--- config.mk ---
export PLATFORM = sky130hd
export DESIGN_NAME = ecap5_dwbintercon
export DESIGN_NICKNAME = d
export VERILOG_FILES = /design/src/rtl/ecap5_dwbintercon_pkg.sv /design/src/rtl/ecap5_dwbintercon_decoder.sv /design/src/rtl/ecap5_dwbintercon.sv
export SDC_FILE = /design/constraint.sdc
export NUM_CORES = 1
export LEC_CHECK = 0
export CAP_MARGIN = 20
export CORE_AREA = 2 2 122 124
export CTS_BUF_LIST = sky130_fd_sc_hd__clkbuf_16
export DETAILED_ROUTE_END_ITERATION = 8
export DIE_AREA = 0 0 124 126
export GPL_ROUTABILITY_DRIVEN = 0
export PLACE_DENSITY_LB_ADDON = 0.08
export SLEW_MARGIN = 20
export SYNTH_ARGS = -nofsm -noshare
export SYNTH_HDL_FRONTEND = slang
export SYNTH_SLANG_ARGS = --single-unit
--- constraint.sdc ---
create_clock -name clk_i -period 2.7 [get_ports clk_i]
set_input_delay 0.54 -clock clk_i [delete_from_list [all_inputs] [get_ports clk_i]]
set_output_delay 0.54 -clock clk_i [all_outputs]
set_load 0.005 [all_outputs]
--- src/rtl/ecap5_dwbintercon_pkg.sv ---
// Shared widths, target-index encoding and the stock BRAM/UART address map
// for the ecap5 single-master Wishbone interconnect.
package ecap5_dwbintercon_pkg;

  localparam int WB_ADDR_WIDTH = 32;
  localparam int WB_DATA_WIDTH = 32;
  localparam int WB_SEL_WIDTH  = 4;

  // Slaves occupy 0..NB_SLAVES-1, the internal default responder is NB_SLAVES,
  // and all-ones means nothing has been accepted in this bus cycle.
  typedef logic [3:0] target_t;

  localparam target_t NO_TARGET = 4'hF;

  function automatic target_t default_target(input int nb_slaves);
    return target_t'(nb_slaves);
  endfunction

  localparam logic [2*WB_ADDR_WIDTH-1:0] DEFAULT_SLAVE_BASE = {32'h0000_4000, 32'h0000_0000};
  localparam logic [2*WB_ADDR_WIDTH-1:0] DEFAULT_SLAVE_MASK = {32'hFFFF_C000, 32'hFFFF_C000};

endpackage

--- src/rtl/ecap5_dwbintercon_decoder.sv ---
// Priority base/mask address decoder: lowest-index match wins, no match
// selects the default responder.
module ecap5_dwbintercon_decoder
  import ecap5_dwbintercon_pkg::*;
#(
  parameter int                                  NB_SLAVES  = 2,
  parameter logic [NB_SLAVES*WB_ADDR_WIDTH-1:0] SLAVE_BASE = DEFAULT_SLAVE_BASE,
  parameter logic [NB_SLAVES*WB_ADDR_WIDTH-1:0] SLAVE_MASK = DEFAULT_SLAVE_MASK
) (
  input  logic [WB_ADDR_WIDTH-1:0] adr_i,
  output logic [NB_SLAVES-1:0]     sel_o,
  output target_t                  target_o
);

  // NOTE: every output gets a default before the loop so no path leaves it
  // unassigned, which would otherwise infer a latch.
  always_comb begin
    sel_o    = '0;
    target_o = default_target(NB_SLAVES);
    // Walk from the highest index down so the lowest matching slave overwrites last.
    for (int i = NB_SLAVES - 1; i >= 0; i--) begin
      if ((adr_i & SLAVE_MASK[i*WB_ADDR_WIDTH +: WB_ADDR_WIDTH]) ==
          SLAVE_BASE[i*WB_ADDR_WIDTH +: WB_ADDR_WIDTH]) begin
        sel_o    = '0;
        sel_o[i] = 1'b1;
        target_o = target_t'(i);
      end
    end
  end

endmodule

--- src/rtl/ecap5_dwbintercon.sv ---
// Single-master, N-slave pipelined Wishbone interconnect with in-order
// response routing and a default responder. Optional watchdog: ECAP5_DWBINTERCON_TIMEOUT_EN.
module ecap5_dwbintercon
  import ecap5_dwbintercon_pkg::*;
#(
  parameter int                                  NB_SLAVES       = 2,
  parameter logic [NB_SLAVES*WB_ADDR_WIDTH-1:0] SLAVE_BASE      = DEFAULT_SLAVE_BASE,
  parameter logic [NB_SLAVES*WB_ADDR_WIDTH-1:0] SLAVE_MASK      = DEFAULT_SLAVE_MASK,
  parameter int                                  MAX_OUTSTANDING = 4,
  parameter logic [WB_DATA_WIDTH-1:0]            UNMAPPED_DATA   = 32'h0,
  parameter int                                  TIMEOUT_CYCLES  = 1024
) (
  input  logic                               clk_i,
  input  logic                               rst_i,

  input  logic [WB_ADDR_WIDTH-1:0]           m_wb_adr_i,
  input  logic [WB_DATA_WIDTH-1:0]           m_wb_dat_i,
  input  logic [WB_SEL_WIDTH-1:0]            m_wb_sel_i,
  input  logic                               m_wb_we_i,
  input  logic                               m_wb_stb_i,
  input  logic                               m_wb_cyc_i,
  output logic [WB_DATA_WIDTH-1:0]           m_wb_dat_o,
  output logic                               m_wb_ack_o,
  output logic                               m_wb_stall_o,

  output logic [NB_SLAVES*WB_ADDR_WIDTH-1:0] s_wb_adr_o,
  output logic [NB_SLAVES*WB_DATA_WIDTH-1:0] s_wb_dat_o,
  output logic [NB_SLAVES*WB_SEL_WIDTH-1:0]  s_wb_sel_o,
  output logic [NB_SLAVES-1:0]               s_wb_we_o,
  output logic [NB_SLAVES-1:0]               s_wb_stb_o,
  output logic [NB_SLAVES-1:0]               s_wb_cyc_o,
  input  logic [NB_SLAVES*WB_DATA_WIDTH-1:0] s_wb_dat_i,
  input  logic [NB_SLAVES-1:0]               s_wb_ack_i,
  input  logic [NB_SLAVES-1:0]               s_wb_stall_i,

  output logic                               timeout_o
);

  localparam target_t    DFLT_TGT = default_target(NB_SLAVES);
  localparam logic [3:0] MAX_CNT  = 4'(MAX_OUTSTANDING);

  logic [NB_SLAVES-1:0] dec_sel;
  target_t              dec_tgt;

  logic [3:0]               count_q, count_d;
  target_t                  active_q, active_d;
  logic                     dflt_pend_q, dflt_pend_d;
  logic                     block, accept, dec_slave_stall;
  logic                     slave_ack, slave_ack_seen, to_ack, ack_seen;
  logic [WB_DATA_WIDTH-1:0] slave_dat;

  ecap5_dwbintercon_decoder #(
    .NB_SLAVES  (NB_SLAVES),
    .SLAVE_BASE (SLAVE_BASE),
    .SLAVE_MASK (SLAVE_MASK)
  ) u_decoder (
    .adr_i    (m_wb_adr_i),
    .sel_o    (dec_sel),
    .target_o (dec_tgt)
  );

  // Stall of the decoded slave, and ack/data of the slave holding the bus.
  always_comb begin
    dec_slave_stall = 1'b0;
    slave_ack       = 1'b0;
    slave_dat       = UNMAPPED_DATA;
    for (int i = 0; i < NB_SLAVES; i++) begin
      if (dec_tgt == target_t'(i)) dec_slave_stall = s_wb_stall_i[i];
      if (active_q == target_t'(i)) begin
        slave_ack = s_wb_ack_i[i];
        slave_dat = s_wb_dat_i[i*WB_DATA_WIDTH +: WB_DATA_WIDTH];
      end
    end
  end

  // Never mix slaves in flight: responses are routed purely by active_q.
  assign block          = (count_q == MAX_CNT) | ((count_q != '0) & (dec_tgt != active_q));
  assign m_wb_stall_o   = block | dec_slave_stall;
  assign accept         = m_wb_cyc_i & m_wb_stb_i & ~m_wb_stall_o;
  assign slave_ack_seen = (count_q != '0) & slave_ack;
  assign ack_seen       = m_wb_cyc_i & (slave_ack_seen | dflt_pend_q | to_ack);
  assign m_wb_ack_o     = ack_seen;
  assign m_wb_dat_o     = to_ack ? UNMAPPED_DATA : slave_dat;

  for (genvar i = 0; i < NB_SLAVES; i++) begin : g_slave
    assign s_wb_adr_o[i*WB_ADDR_WIDTH +: WB_ADDR_WIDTH] =
      m_wb_adr_i & ~SLAVE_MASK[i*WB_ADDR_WIDTH +: WB_ADDR_WIDTH];
    assign s_wb_dat_o[i*WB_DATA_WIDTH +: WB_DATA_WIDTH] = m_wb_dat_i;
    assign s_wb_sel_o[i*WB_SEL_WIDTH +: WB_SEL_WIDTH]   = m_wb_sel_i;
    assign s_wb_we_o[i]  = m_wb_we_i;
    assign s_wb_stb_o[i] = m_wb_stb_i & dec_sel[i] & ~block;
    assign s_wb_cyc_o[i] = m_wb_cyc_i & (dec_sel[i] | (active_q == target_t'(i)));
  end

  always_comb begin
    count_d     = count_q;
    active_d    = active_q;
    dflt_pend_d = 1'b0;
    if (!m_wb_cyc_i) begin
      count_d  = '0;
      active_d = NO_TARGET;
    end else begin
      count_d     = count_q + 4'(accept) - 4'(ack_seen);
      dflt_pend_d = accept & (dec_tgt == DFLT_TGT);
      if (accept) active_d = dec_tgt;
    end
  end

  // NOTE: state registers use non-blocking assignments so every flop samples
  // pre-edge values regardless of process evaluation order.
  always_ff @(posedge clk_i) begin
    if (rst_i) begin
      count_q     <= '0;
      active_q    <= NO_TARGET;
      dflt_pend_q <= 1'b0;
    end else begin
      count_q     <= count_d;
      active_q    <= active_d;
      dflt_pend_q <= dflt_pend_d;
    end
  end

`ifdef ECAP5_DWBINTERCON_TIMEOUT_EN
  localparam int TO_W = $clog2(TIMEOUT_CYCLES + 1);

  logic [TO_W-1:0] to_cnt_q, to_cnt_d;
  logic            timeout_q, timeout_d;
  logic            real_ack;

  assign real_ack = slave_ack_seen | dflt_pend_q;
  // Fires on the TIMEOUT_CYCLES-th silent cycle after the last accept/ack.
  assign to_ack   = (count_q != '0) & ~real_ack & (to_cnt_q == TO_W'(TIMEOUT_CYCLES - 1));

  always_comb begin
    to_cnt_d  = to_cnt_q + TO_W'(1);
    timeout_d = timeout_q | (m_wb_cyc_i & to_ack);
    if (!m_wb_cyc_i || real_ack || to_ack || (count_q == '0)) to_cnt_d = '0;
  end

  always_ff @(posedge clk_i) begin
    if (rst_i) begin
      to_cnt_q  <= '0;
      timeout_q <= 1'b0;
    end else begin
      to_cnt_q  <= to_cnt_d;
      timeout_q <= timeout_d;
    end
  end

  assign timeout_o = timeout_q;
`else
  localparam int unused_timeout_cycles = TIMEOUT_CYCLES;

  assign to_ack    = 1'b0;
  assign timeout_o = 1'b0;
`endif

endmodule
==> flow_summary.toml, run 1 <==
[outcome]
outcome = "complete, no violations"

[clock_network]
clockRootBuffer = "clkbuf_16"
cts_made_buffers = 3
clk-insertion-delay-late_ns = 0.24
cts_tree = "built"
clock-sinks = 8
clk_pin_slew_ns = 0.04
htree_levels = 1
cts_max_path_buffers = 2

[timing]
worst_clock_skew_ns = 0.00274
finalMaxSlewViolations = 0
clock.fmax_ghz = 0.382
post-route-period-util_pct = 97.0
period_minus_slack_ns = 2.62
fin_ws_ns = 0.0815
hold_viol_final = 0
setup_tns_ns = 0
setup_viol_count_final = 0

[setup_path]
crit_cells = 12
crit_type = "input port to register"
cp-end-kind = "register"
worst-path-max-fanout = 3
critPathSlowestCell = "fa_2"
timing.rr.end = "count_q[1]"
crit_end = "count_q[1]"
r2r-start = "count_q[3]"
setup.worst_path.start_class = "input port"
arrival_ns = 2.74
critPathBufInv = 4
path_cells = "dlygate4sd2_1 > nor4_4 > nand3_2 > buf_6 > o221a_4 > o21ai_4 > ha_4 > inv_2 > ha_4 > inv_2 > fa_2 > nor2_1"
setup.worst_path.start = "m_wb_adr_i[27]"
reg2reg_setup_slack_ns = 0.12
path_delay_family = "adder cells"
worstPathRequired_ns = 2.82
slowest_delay_ns = 0.51
worst_r2r_path_depth = 12

[synthesis]
yosysSeqAreaShare_pct = 7.69
synth-seq-cells = 8
synth_top_area_share_pct = 50.1
yosys_warnings = 0
synth_most_common_cell = "buf_4"
synthesis.area_sq_um = 2080
yosys-top-cells-area = "buf_4 (50%), a22o_1 (13%), dfxtp_1 (7.7%), ha_1 (3.6%), clkbuf_1 (1.4%)"
syn_inst = 267
async_flop_share_pct = 0
synth-edff-count = 0
synth_top_area_cell = "buf_4"
synthDistinctLibCells = 44
postSynthAreaPerCell_sq_um = 7.80
ys.flop_type = "dfxtp_1"
yosys-top-cells-count = "buf_4 (139), a22o_1 (32)"

[power]
clkPwrFrac_pct = 38.6
pwr-share-seq_pct = 20.1
power_uw = 660
switching_power_uw = 168
p_int_uw = 492
power_density_nw_per_um2 = 213
p_sw_share_pct = 25.5
p_leak_uw = 0.00125
p_comb_share_pct = 41.3
irDropWorstVdd_v = 0.000135

[routing]
first_pass_iters = 3
drc_errors = 0
ant_nets = 0
vias = 1817
totalWireLength_microns = 7690
via_per_inst = 3.65
drt_iter0_drc = 19
wl_per_cell_microns = 15.4

[place]
pre_cts_ws_ns = -0.578
placedCellCount = 488
hpwl_microns = 6390
portBuffers = 127

[floorplanning]
fp.dieW_microns = 124
die_area_sq_um = 15600
core.rowCount = 44
core_area_sq_um = 14300
start_util_pct = 14.5
die_h_microns = 126
io-pin-count = 318

[flow_run]
maxCapViolCount = 0

[grt]
grt_max_degree = 21
grt_pass1_vias = 1783
antenna_found_initial = 0
grt_pass1_wl_microns = 10400
grtUsageTotal_pct = 8.89
overflow = 0

[final_layout]
syn2layout_area_growth_pct = 48.4
n_antenna_cell = 0
drive_gt1_share_pct = 22.6
nets = 464
nFillCells = 1614
stdcell_count = 498

[worst_hold_path]
worstHoldPathType = "register to register"
-- power by group through the flow --
stage	Clock, uW	Sequential [uW]	Combinational [uW]
6_report	255	133	272
5_1_grt	273	134	298
4_1_cts	263	132	269
3_5_place_dp	0	133	260
3_3_place_gp	0	134	260
2_1_floorplan	0	128	240
-- final cells by class --
class / instances / area (sq um) / area share [%]
inverter: 8 / 30.0 / 0.972
timing repair buffer: 156 / 1480 / 47.8
tap: 184 / 230 / 7.45
sequential: 8 / 164 / 5.30
clock buffer: 3 / 75.1 / 2.43
multi-input combinational: 139 / 1110 / 36.1
-- cell usage in the layout, fill, tap and decap left out, drive strengths merged, types with 3 or more instances in the layout --
cell type / count
a22o: 32
a31oi: 3
buf: 29
clkbuf: 8
clkdlybuf4s50: 107
conb: 37
dfxtp: 8
dlygate4sd2: 8
dlymetal6s2s: 6
ha: 6
inv: 8
nand2: 4
nor2: 8
nor3: 5
nor4: 5
o21ai: 3
-- sequential cells by signal, indices dropped and copies added (netlist names) --
signal and count:
count_q 4, active_q 3, dflt_pend_q 1
-- timing repair --
item,CTS,global route
hold endpoints to repair,0,0
hold buffers,0,0
setup buffers,5,3
resized for setup,36,32
pin swaps,17,14
endpoints found under the setup margin,8,9
-- cell families (layout without fill, tap and decap cells) --
group | count (synthesis) | count (layout) | share of synthesized area, %
simple gates | 38 | 38 | 11.2
xor+xnor | 3 | 3 | 1.26
other cells | 1 | 37 | 0.180
fa+ha+maj | 7 | 7 | 4.57
buf+inv | 156 | 167 | 53.2
compound gates | 53 | 53 | 21.4
flops | 8 | 8 | 7.69
mux | 1 | 1 | 0.481
-- how the worst min path moves through the flow --
stage | depth (start not counted) | to | startpoint | slack, ns
final | 2 | active_q[2] | active_q[2] | 0.60
after detailed placement | 2 | active_q[2] | active_q[2] | 0.60
after global placement | 2 | active_q[2] | active_q[2] | 0.62
after global routing | 2 | active_q[2] | active_q[2] | 0.64
after floorplan | 2 | active_q[1] | active_q[1] | 0.57
after CTS | 2 | active_q[2] | active_q[2] | 0.60
-- per-layer routing --
layer / vias to the layer above / routed length, microns / global-route usage, %
met3: 14 / 1170 / 3.49
met2: 152 / 4010 / 17.1
met5: - / 0 / 0
met1: 807 / 2370 / 7.98
li1: 844 / - / -
met4: 0 / 140 / 3.97
-- per-stage QoR --
step / utilization [%] / hold WS (ns) / area (sq um)
2_1_floorplan: - / 0.570 / 2230
3_3_place_gp: 19.7 / 0.619 / 2830
3_5_place_dp: 19.7 / 0.595 / 2830
4_1_cts: 21.1 / 0.602 / 3020
5_1_grt: 21.6 / 0.638 / 3090
6_report: 21.6 / 0.601 / 3090
-- worst min-delay path, stage by stage (launching register included) --
cell	delay [ns]
dfxtp_1	0.40
inv_1	0.09
o31ai_1	0.07
Note: power is estimated with default switching activity, not from simulation.
==> inputs of run 2 (changes only) <==
--- a/config.mk
+++ b/config.mk
@@ -5,11 +5,12 @@
 export SDC_FILE = /design/constraint.sdc
 export NUM_CORES = 1
 export LEC_CHECK = 0
+export ABC_AREA = 1
 export CAP_MARGIN = 20
-export CORE_AREA = 2 2 122 124
+export CORE_AREA = 2 2 124 126
 export CTS_BUF_LIST = sky130_fd_sc_hd__clkbuf_16
 export DETAILED_ROUTE_END_ITERATION = 8
-export DIE_AREA = 0 0 124 126
+export DIE_AREA = 0 0 126 128
 export GPL_ROUTABILITY_DRIVEN = 0
 export PLACE_DENSITY_LB_ADDON = 0.08
 export SLEW_MARGIN = 20
==> run 2 against run 1 <==
Effect of this change: count of clock-buffer cells in the layout is the same; critical path type is now input port to output pin; routed wire length shrank 0.10%; largest power group is now the clock network; sequential share of layout area is essentially flat.
==> flow_summary.toml, run 2 <==
[outcome]
outcome = "complete, no violations"

[setup_path]
arrival_ns = 2.07
critPathSlowestCell = "clkdlybuf4s50_1"
path_delay_family = "buffers and inverters"
worstPathRequired_ns = 2.16
worst-path-max-fanout = 2
path_cells = "clkdlybuf4s50_1 > nand3_1 > nand2_1 > a21oi_1 > nor2_1 > buf_4 > clkdlybuf4s50_1"
setup.worst_path.start_class = "input port"
crit_top_cell = "clkdlybuf4s50_1"
cp-end-kind = "output pin"
slowest_delay_ns = 0.48
critPathBufInv = 3
crit_type = "input port to output pin"

[synthesis]
synth_top_area_cell = "buf_4"
synth_top_area_share_pct = 46.9
yosysSeqAreaShare_pct = 7.14
yosys_warnings = 0
postSynthAreaPerCell_sq_um = 6.33
async_flop_share_pct = 0
synthesis.area_sq_um = 2240
synthDistinctLibCells = 24
yosys-top-cells-area = "buf_4 (47%), nand3_1 (16%), nand2_1 (8.4%), dfxtp_1 (7.1%), nor2_1 (3.7%)"
ys.flop_type = "dfxtp_1"
synth-edff-count = 0
yosys-top-cells-count = "buf_4 (140), nand3_1 (70), nand2_1 (50)"
synth_most_common_cell = "buf_4"
synth-seq-cells = 8
syn_inst = 354

[clock_network]
clock-sinks = 8
clk-insertion-delay-late_ns = 0.23
clk_pin_slew_ns = 0.04
htree_levels = 1
cts_tree = "built"
cts_made_buffers = 3
cts_max_path_buffers = 2
clockRootBuffer = "clkbuf_16"

[routing]
vias = 2047
ant_nets = 0
wl_per_cell_microns = 13.3
first_pass_iters = 4
drt_iter0_drc = 49
totalWireLength_microns = 7680
drc_errors = 0
via_per_inst = 3.54

[final_layout]
n_antenna_cell = 0
max_flop_register = "count_q"
drive_gt1_share_pct = 18.2
layout_common_cells = "clkdlybuf4s50_1 (106), nand3_1 (70), nand2_1 (48), conb_1 (37), buf_4 (20)"
layout_commonest_cell = "clkdlybuf4s50_1"
largest_register_ffs = 4
largest_registers = "count_q (4), active_q (3), dflt_pend_q (1)"
final_core_util_pct = 20.3
nFillCells = 1708
syn2layout_area_growth_pct = 34.7
seqCellArea_sq_um = 161
nets = 541
multi_input_area_sq_um = 1090

[timing]
setup_tns_ns = 0
setup_viol_count_final = 0
post-route-period-util_pct = 96.7
hold_viol_final = 0
clock.fmax_ghz = 0.383
period_minus_slack_ns = 2.61
holdWs_ns = 0.492
rsz0062_at_grt = "yes"
worst_clock_skew_ns = 0.000930
finalMaxSlewViolations = 0

[floorplanning]
core.rowCount = 45
fp.dieW_microns = 126
die_area_sq_um = 16100
die_h_microns = 128
start_util_pct = 15.1
io-pin-count = 318
core_area_sq_um = 14900

[power]
power_uw = 589
power_density_nw_per_um2 = 195
p_leak_uw = 0.00137
irDropWorstVdd_v = 0.000251

[place]
portBuffers = 127
hpwl_microns = 6320

[worst_hold_path]
worstHoldPathType = "register to register"

[grt]
grt_max_degree = 42
overflow = 0
antenna_found_initial = 0
grt_pass1_wl_microns = 11500
grtUsageTotal_pct = 8.87
grt_pass1_vias = 1990

[flow_run]
maxCapViolCount = 0
==> run 2: cell count changes after synthesis, sizes merged, moves of 7 or more <==
cell,before,now
inv,8,20
nand3,2,73
a22o,32,0
nand2,4,52
nor2,8,27
buf,140,147
==> run 2: area by class of cell <==
| cell class | count | share of cell area, % |
|---|---|---|
| flip-flops and latches | 8 | 5.34 |
| repair buffers | 151 | 45.7 |
| multi-input cells | 209 | 36.2 |
| inverters | 20 | 2.49 |
| clock buffers | 3 | 2.49 |
| well taps | 188 | 7.79 |
==> run 2: metrics by stage <==
step | area [sq um] | std cells | setup slack, ns
6_report | 3020 | 579 | 0.0881
5_1_grt | 3020 | 579 | -0.0284
4_1_cts | 3000 | 576 | 0.00288
3_5_place_dp | 2920 | 570 | -0.449
3_3_place_gp | 2920 | 570 | -0.455
2_1_floorplan | 2380 | 390 | 0.202
==> run 2: power breakdown <==
part | total (uW) | internal (uW) | switching, uW
combinational | 213 | 131 | 82.4
clock | 248 | 191 | 57.2
sequential | 127 | 123 | 4.08
total | 589 | 445 | 144
==> run 2: kinds of logic (layout without fill, tap and decap cells) <==
logic type	after synthesis	after routing	share of synthesized area (%)
AOI/OAI and AO/OA	7	7	1.84
xor gates and xnor gates	1	1	0.391
adders and majority gates	7	7	4.24
buffers and inverters	173	174	52.6
DFF	8	8	7.14
other	1	37	0.167
and+or+nand+nor	157	157	33.6
==> run 2: routing by layer <==
metal	vias up	wire length, microns	track usage (%)
met2	139	3870	15.8
met3	12	748	3.42
met1	872	2960	10.1
met4	0	106	1.81
met5	-	0	0
li1	1024	-	-
==> run 2: worst min-delay path: cells and delay by family, from the launching register on <==
family	cells	cell delay, ns
AND/OR/NAND/NOR	2	0.11
flip-flops	1	0.33
==> run 2: path summary, 6_finish.rpt <==
check | start | endpoint | slack [ns] | depth (start not counted)
setup / recovery | s_wb_ack_i[1] | m_wb_ack_o | 0.09 | 7
hold / removal | active_q[2] | active_q[2] | 0.49 | 2
hold reg to reg | active_q[2] | active_q[2] | 0.49 | 2
setup reg to reg | active_q[0] | count_q[1] | 0.42 | 11
==> run 2: what timing repair did <==
action	in CTS	in global routing
setup buffers	3	3
setup endpoints to repair	9	8
resized for setup	56	19
pin swaps	23	18
hold buffers	0	0
cloned	0	0
